==> src/rtl/mhsa_sched.sv <==
// Top-level MHSA sequencer: runs NUM_PROJ linear passes and then one attention pass,
// using four-phase handshakes. Adds a per-state watchdog, abort and a saturating run-cycle counter.
module mhsa_sched #(
    parameter int          NUM_PROJ   = 3,
    parameter logic [31:0] W_BASE     = 32'h0,
    parameter logic [31:0] W_STRIDE   = 32'd128,
    parameter logic [31:0] RES_BASE   = 32'h0,
    parameter logic [31:0] RES_STRIDE = 32'd128,
    parameter int          TIMEOUT    = 4096
) (
    input  logic        clk,
    input  logic        rst,
    input  logic        start,
    input  logic        abort,
    output logic        busy,
    output logic        done,
    output logic        error,
    output logic [31:0] cycle_count,
    output logic [1:0]  proj_idx,
    output logic        lin_start,
    input  logic        lin_done,
    output logic [31:0] lin_w_base,
    output logic [31:0] lin_res_base,
    output logic        attn_start,
    input  logic        attn_done
);

    typedef enum logic [2:0] {
        S_IDLE, S_LIN_REQ, S_LIN_DRAIN, S_ATTN_REQ, S_ATTN_DRAIN, S_DONE, S_ERR
    } state_t;

    localparam logic [1:0]  LAST_PROJ = 2'(NUM_PROJ - 1);
    localparam logic [31:0] WD_LAST   = 32'(TIMEOUT - 1);

    state_t      state_q, state_d;
    logic [1:0]  proj_q, proj_d;
    logic        err_q, err_d;
    logic [31:0] cc_q, cc_d;
    logic [31:0] wd_q, wd_d;
    logic [31:0] w_base_q, w_base_d;
    logic [31:0] res_base_q, res_base_d;
    logic        waiting;

    always_comb begin
        state_d    = state_q;
        proj_d     = proj_q;
        err_d      = err_q;
        cc_d       = cc_q;
        wd_d       = '0;
        w_base_d   = w_base_q;
        res_base_d = res_base_q;

        waiting = (state_q == S_LIN_REQ)  || (state_q == S_LIN_DRAIN) ||
                  (state_q == S_ATTN_REQ) || (state_q == S_ATTN_DRAIN);

        if (waiting && cc_q != 32'hFFFF_FFFF)
            cc_d = cc_q + 32'd1;

        case (state_q)
            S_IDLE, S_ERR: begin
                if (start && !abort) begin
                    state_d = S_LIN_REQ;
                    proj_d  = 2'd0;
                    err_d   = 1'b0;
                    cc_d    = '0;
                end
            end
            S_LIN_REQ:    if (lin_done) state_d = S_LIN_DRAIN;
            S_LIN_DRAIN: begin
                if (!lin_done) begin
                    if (proj_q < LAST_PROJ) begin
                        proj_d  = proj_q + 2'd1;
                        state_d = S_LIN_REQ;
                    end else begin
                        state_d = S_ATTN_REQ;
                    end
                end
            end
            S_ATTN_REQ:   if (attn_done) state_d = S_ATTN_DRAIN;
            S_ATTN_DRAIN: if (!attn_done) state_d = S_DONE;
            S_DONE:       state_d = S_IDLE;
            default:      state_d = S_IDLE;
        endcase

        // Watchdog overrides any acknowledge; abort overrides both.
        if (waiting && wd_q == WD_LAST) begin
            state_d = S_ERR;
            proj_d  = proj_q;
            err_d   = 1'b1;
        end
        if (abort && state_q != S_IDLE && state_q != S_ERR) begin
            state_d = S_IDLE;
            proj_d  = proj_q;
        end

        if (waiting && state_d == state_q)
            wd_d = wd_q + 32'd1;

        // Load the pass addresses on entry to LIN_REQ so they are valid with lin_start.
        if (state_d == S_LIN_REQ) begin
            w_base_d   = W_BASE + {30'b0, proj_d} * W_STRIDE;
            res_base_d = RES_BASE + {30'b0, proj_d} * RES_STRIDE;
        end
    end

    always_ff @(posedge clk) begin
        if (rst) begin
            state_q    <= S_IDLE;
            proj_q     <= '0;
            err_q      <= 1'b0;
            cc_q       <= '0;
            wd_q       <= '0;
            w_base_q   <= '0;
            res_base_q <= '0;
        end else begin
            state_q    <= state_d;
            proj_q     <= proj_d;
            err_q      <= err_d;
            cc_q       <= cc_d;
            wd_q       <= wd_d;
            w_base_q   <= w_base_d;
            res_base_q <= res_base_d;
        end
    end

    assign busy         = waiting;
    assign done         = (state_q == S_DONE);
    assign error        = err_q;
    assign cycle_count  = cc_q;
    assign proj_idx     = proj_q;
    assign lin_start    = (state_q == S_LIN_REQ);
    assign attn_start   = (state_q == S_ATTN_REQ);
    assign lin_w_base   = w_base_q;
    assign lin_res_base = res_base_q;

endmodule

==> config.mk <==
export PLATFORM = sky130hd
export DESIGN_NAME = mhsa_sched
export DESIGN_NICKNAME = d
export VERILOG_FILES = /design/src/rtl/mhsa_sched.sv
export SDC_FILE = /design/constraint.sdc
export NUM_CORES = 1
export LEC_CHECK = 0
export ABC_AREA = 1
export CAP_MARGIN = 15
export CORE_MARGIN = 4
export CORE_UTILIZATION = 25
export CTS_CLUSTER_DIAMETER = 150
export CTS_CLUSTER_SIZE = 14
export DETAILED_ROUTE_END_ITERATION = 8
export PLACE_DENSITY = 0.52
export SYNTH_ARGS = -nofsm -noshare
export SYNTH_HDL_FRONTEND = slang
export SYNTH_SLANG_ARGS = --single-unit
==> constraint.sdc <==
create_clock -name clk -period 2.35 [get_ports clk]
set_input_delay 0.235 -clock clk [delete_from_list [all_inputs] [get_ports clk]]
set_output_delay 0.235 -clock clk [all_outputs]
set_load 0.01 [all_outputs]
## After elaboration in Yosys (flattened, before gate mapping)

Cells that the tools add are included.

| word-level totals | value |
|---|---|
| RAM bits | 0 |
| flip-flop bits (word level) | 72 |
| memory bits (read-only) | 0 |
| latch bits | 0 |
| output and inout port bits | 103 |
| memories kept | 0 |
| input port bits | 6 |
| logic and storage cells | 60 |

| operators by class | value |
|---|---|
| divide/modulo/power cells | 0 |
| equality and inequality tests | 11 |
| shifts and indexed selects | 0 |
| $add $sub $neg | 3 |
| bitwise gates (word level) | 1 |
| order comparisons | 1 |
| multipliers | 0 |
| reduce and logical (&&, ||, !) cells | 17 |
| multiplexer cells | 21 |

Operator list:

| operator | number |
|---|---|
| 32-bit 2-to-1 mux | 3 |
| 32-bit by 1-bit adder with 32-bit output, second input constant | 2 |
| 32-bit by 12-bit == test with 1-bit output, second input constant | 1 |
| 32-bit != test, second input constant | 1 |
| 3-bit 2-to-1 mux | 7 |
| 3-bit one-hot mux with 5 select lines | 1 |
| 2-bit 2-to-1 mux | 6 |
| 3-bit == test, second input constant | 3 |
| 3-bit by 1-bit == test with 1-bit output, second input constant | 2 |
| 3-bit by 2-bit == test with 1-bit output, second input constant | 2 |
| 1-bit logical AND | 6 |
| 2-bit one-hot mux with 2 select lines | 1 |
| 2-bit nonzero test | 2 |
| 2-bit OR reduction | 2 |
| 3-bit == test | 1 |
| 3-bit logical NOT | 1 |
| 1-bit logical OR | 3 |
| 1-bit 2-to-1 mux | 3 |
| 3-bit != test, second input constant | 1 |
| 3-bit nonzero test | 1 |
| 2-bit by 1-bit adder with 2-bit output, second input constant | 1 |
| 2-bit < comparator, second input constant | 1 |
| 2-bit AND reduction | 1 |
| 1-bit logical NOT | 1 |
| 1-bit NOT | 1 |

## Logic depth before layout (Yosys ltp)

| logic depth | value |
|---|---|
| depth in word-level cells | 11 |
| gate-level depth with buffers | 16 |
| gate-level depth less buffers | 14 |

## Least setup slack after synthesis

OpenSTA, ideal clock, no wires.

| timing | value |
|---|---|
| path type | register to register |
| from | register cc_q[0] (netlist: cycle_count[0]) |
| to | register cc_q[21] (netlist: cycle_count[21]) |
| library setup time | 126 ps |
| cell stages (with the launch flop) | 12 |
| slack | 486 ps |
| period minus slack after synthesis | 1864 ps |
| arrival | 1739 ps |
| buffers on the path | 1 |
| required time | 2224 ps |
| cell sequence | dfxtp_1 -> ha_1 -> nand3_1 -> nor2_1 -> nand3_1 -> nor2_2 -> nand2_1 -> nand2_2 -> buf_4 -> nor2_1 -> o21ai_0 -> a21oi_1 |

| on the way | value |
|---|---|
| longest elaborated chain between the ends | 5 |
| elaborated cells between the ends (all ways) | 6 |
| those cells by class | 1 x add/sub; 1 x eq/ne; 3 x mux; 1 x reduce/logical |

RTL lines:

| what | line | RTL |
|---|---|---|
| from (decl) | 38 | `logic [31:0] cc_q, cc_d;` |
| from (signal assigned) | 111 | `cc_q <= '0;` |
| from (signal assigned) | 119 | `cc_q <= cc_d;` |
| branches (longest 2 deep; another with 32-bit by 1-bit adder with 32-bit output) | -- |  |
| 32-bit 2-to-1 mux (*) | 56 | `if (waiting && cc_q != 32'hFFFF_FFFF)` |
| 32-bit 2-to-1 mux | 61 | `if (start && !abort) begin` |
| 32-bit 2-to-1 mux (*) | 59 | `case (state_q)` |

Every way passes the cells marked *.
A chain may end at the register's enable or synchronous reset.

## Worst setup path in the final report

| timing | value |
|---|---|
| from | register state_q[0] |
| to | register wd_q[26] |

| on the way | value |
|---|---|
| longest elaborated chain between the ends | 11 |
| elaborated cells between the ends (all ways) | 27 |
| those cells by class | 7 x eq/ne; 8 x mux; 1 x bitwise; 11 x reduce/logical |

RTL lines:

| what | line | RTL |
|---|---|---|
| from (decl) | 35 | `state_t state_q, state_d;` |
| from (signal assigned) | 116 | `state_q <= state_d;` |
| branches (longest 8 deep; another with 3-bit one-hot mux with 5 select lines) | -- |  |
| 1-bit logical AND (*) | 96 | `if (waiting && state_d == state_q)` |
| 1-bit NOT (no source line) (*) | -- |  |
| 2-bit OR reduction (no source line) (*) | -- |  |
| to (signal assigned) | 120 | `wd_q <= wd_d;` |
| to (decl) | 39 | `logic [31:0] wd_q, wd_d;` |

Marked as above.

==> flow_metrics.py <==
metrics = {
    "outcome": {
        "status": "complete, no violations",
    },
    "logic_synthesis": {
        "yosys.area.top_type": "dfxtp_1",
        "synthTopCellsByCount": "nand2_1, nor2_1, inv_1, dfxtp_1, buf_4",
        "synth_mux_area_frac": 0,
        "synthFlopType": "dfxtp_1",
        "seq_area_frac_synth": 0.2919,
        "async_flop_share": 0,
        "synth-compound-area-share": 0.04814,
        "synth_area_leaders": "dfxtp_1, nand2_1, buf_4",
        "avgSynthCellArea_sq_um": 6.812,
        "synthAdderAreaFrac": 0.007601,
        "synth_edf_count": 0,
        "synth_xor_area_frac": 0.04966,
        "yosysMostFrequentCell": "nand2_1",
        "synth-seq-cells": 72,
        "yosys.area_share.simple": 0.4150,
        "synth_top_family_by_area": "simple AND/OR/NAND/NOR gates",
        "synth_top_cell_area_share": 0.2919,
        "syn_inst": 725,
        "synth_cell_type_count": 37,
        "ys_warn_count": 0,
        "netlist_area_sq_mm": 0.004938,
    },
    "clock_tree": {
        "clk_path_buf_depth": 2,
        "cts_hold_buffers": 0,
        "numCtsBuffers": 9,
        "cts-root-buf": "clkbuf_16",
        "post-cts-setup-buffer-count": 0,
        "cts_tree": "built",
        "insertion_delay_ps": 340,
        "cts.sinks": 72,
        "h-tree-depth": 3,
        "clk_pin_slew_ps": 60,
    },
    "finish": {
        "fin_cells": 1047,
        "num-fill-cells": 2181,
        "fin_nets": 787,
        "syn_to_final_growth_pct": 16.65,
        "drive_gt1_frac": 0.1164,
        "fin_area_sq_mm": 0.005761,
        "antennaDiodeCount": 0,
        "fin_util": 0.2960,
    },
    "sta": {
        "finalHoldViolations": 0,
        "finalSetupTns_ps": 0,
        "fmax_mhz": 470.9,
        "maxSlewViolCount": 0,
        "fin_crit_sh": 0.9037,
        "holdWs_ps": 483.8,
        "fin_ws_ps": 226.2,
        "finalClockSkew_ps": 6.486,
        "rsz0062_at_grt": "false",
        "fin_crit_ps": 2124,
        "setup_violations": 0,
    },
    "setup_path": {
        "startpoint_type": "flop",
        "crit_start": "state_q[0]",
        "endpoint_kind": "flop",
        "worstSetupPathType": "reg2reg",
        "critPathMaxFanout": 19,
        "rr_startpoint": "state_q[0]",
        "arrival_ps": 2390,
        "r2r_setup_slack_ps": 230,
        "crit_required_ps": 2620,
    },
    "global_routing": {
        "grt_start_max_net_pins": 33,
        "grt_pass1_vias": 4013,
        "grt_pass1_wl_um": 19710,
        "antenna_found_initial": 0,
        "grt_overflow_total": 0,
        "grt_usage": 0.1098,
    },
    "placement": {
        "routabilityCongestion": 0.8348,
        "hpwl_um": 9360,
        "port_buffers": 48,
        "placed_cell_area_sq_mm": 0.005490,
        "pre_cts_slack_ps": 112.8,
        "dp.cells": 1032,
    },
    "power": {
        "power_frac_clock": 0.440,
        "p_seq_frac": 0.453,
        "comb_power_share": 0.107,
        "switching_share": 0.2639,
        "p_leak_nw": 2.076,
        "totalPowerFinal_mw": 2.759,
        "p_switching_mw": 0.7280,
        "ir_drop_uv": 325.4,
        "internal_power_mw": 2.031,
        "pwr_density_cell_mw_per_mm2": 478.9,
    },
    "routing": {
        "drtIter0Drc": 177,
        "ant_nets": 0,
        "route.detailed.drc": 0,
        "num_vias": 4288,
        "viasPerCell": 4.096,
        "wirelength_um": 11920,
        "wl_per_cell_um": 11.38,
        "dr.pass1.iters": 4,
    },
    "floorplan": {
        "rows": 51,
        "num_io_pins": 109,
        "fp.dieH_um": 148.6,
        "core_area_sq_mm": 0.01946,
        "die_area_sq_mm": 0.02207,
        "die_w_um": 148.6,
        "initial_utilization": 0.2537,
    },
    "flow_run": {
        "cap_violations": 0,
    },
    "min_path": {
        "hold_path.class": "reg2reg",
        "min-delay-start": "error",
    },
}
==> power by group through the flow <==
stage | logic, mW | registers, mW | clock network (mW)
2_1_floorplan | 0.302 | 1.27 | 0
3_3_place_gp | 0.296 | 1.28 | 0
3_5_place_dp | 0.295 | 1.28 | 0
4_1_cts | 0.296 | 1.25 | 1.27
5_1_grt | 0.329 | 1.25 | 1.31
6_report | 0.295 | 1.25 | 1.21
==> placed cells by master (no fill, tap or decap), drive strengths merged <==
cell / count
buf: 11
nand3b: 4
nor3b: 2
ha: 3
dfxtp: 72
and3: 4
clkinvlp: 2
clkbuf: 12
nor3: 61
a21oi: 21
clkinv: 2
o21ai: 19
conb: 60
nand4: 17
and2: 1
xnor2: 7
o21bai: 1
clkdlybuf4s50: 48
nand2: 164
o211ai: 1
inv: 88
nand3: 37
nor2: 121
a211oi: 1
nor4: 2
xor2: 21
==> final cells by class <==
| type | count | area [sq um] | area share |
|---|---|---|---|
| Multi-Input combinational cell | 547 | 2808 | 0.4874 |
| Sequential cell | 72 | 1443 | 0.2504 |
| Timing Repair Buffer | 59 | 588.1 | 0.1021 |
| Inverter | 89 | 334.1 | 0.05799 |
| Tap cell | 265 | 331.6 | 0.05756 |
| Clock buffer | 12 | 236.5 | 0.04105 |
| Clock inverter | 3 | 20.02 | 0.003475 |
==> path summary, 6_finish.rpt <==
check | end | cells past startpoint
max | wd_q[26] | 13
min | error | 2
max reg2reg | wd_q[26] | 13
min reg2reg | error | 2
==> timing repair <==
item                                    4_1_cts  5_1_grt
endpoints found under the hold margin         0        0
endpoints found under the setup margin        0       33
gates resized for setup                       0        4
==> state kept, by name, indices dropped and copies added, names as in the netlist <==
| name | cells |
|---|---|
| proj_idx | 2 |
| error | 1 |
| wd_q | 32 |
| cycle_count | 32 |
| state_q | 3 |
| lin_w_base | 2 |
==> logic make-up (layout without fill, tap and decap cells) <==
logic type	after synthesis	count (layout)
DFF	72	72
adders and majority gates	3	3
xor gates and xnor gates	28	28
AOI/OAI and AO/OA	43	43
other	1	60
and+or+nand+nor	413	413
buffers and inverters	165	163
==> worst max-delay path, cell delays in order (launching register included) <==
cell     delay [ps]
dfxtp_1         600
inv_2           130
nand2_2          90
nand2_2          70
nand2_4         120
nand2_4          70
nand2_2          60
inv_2            50
nand2_2          80
nand2_1          60
nand2_1          90
nand3_4         220
buf_12          250
nor3_2          150
==> layer usage <==
layer  wire (um)  global-route usage
met1        5610              0.1468
met5           0                   0
met3         649             0.02864
met2        5513              0.1748
met4         145             0.03187
Note: power is estimated with default switching activity, not from simulation.
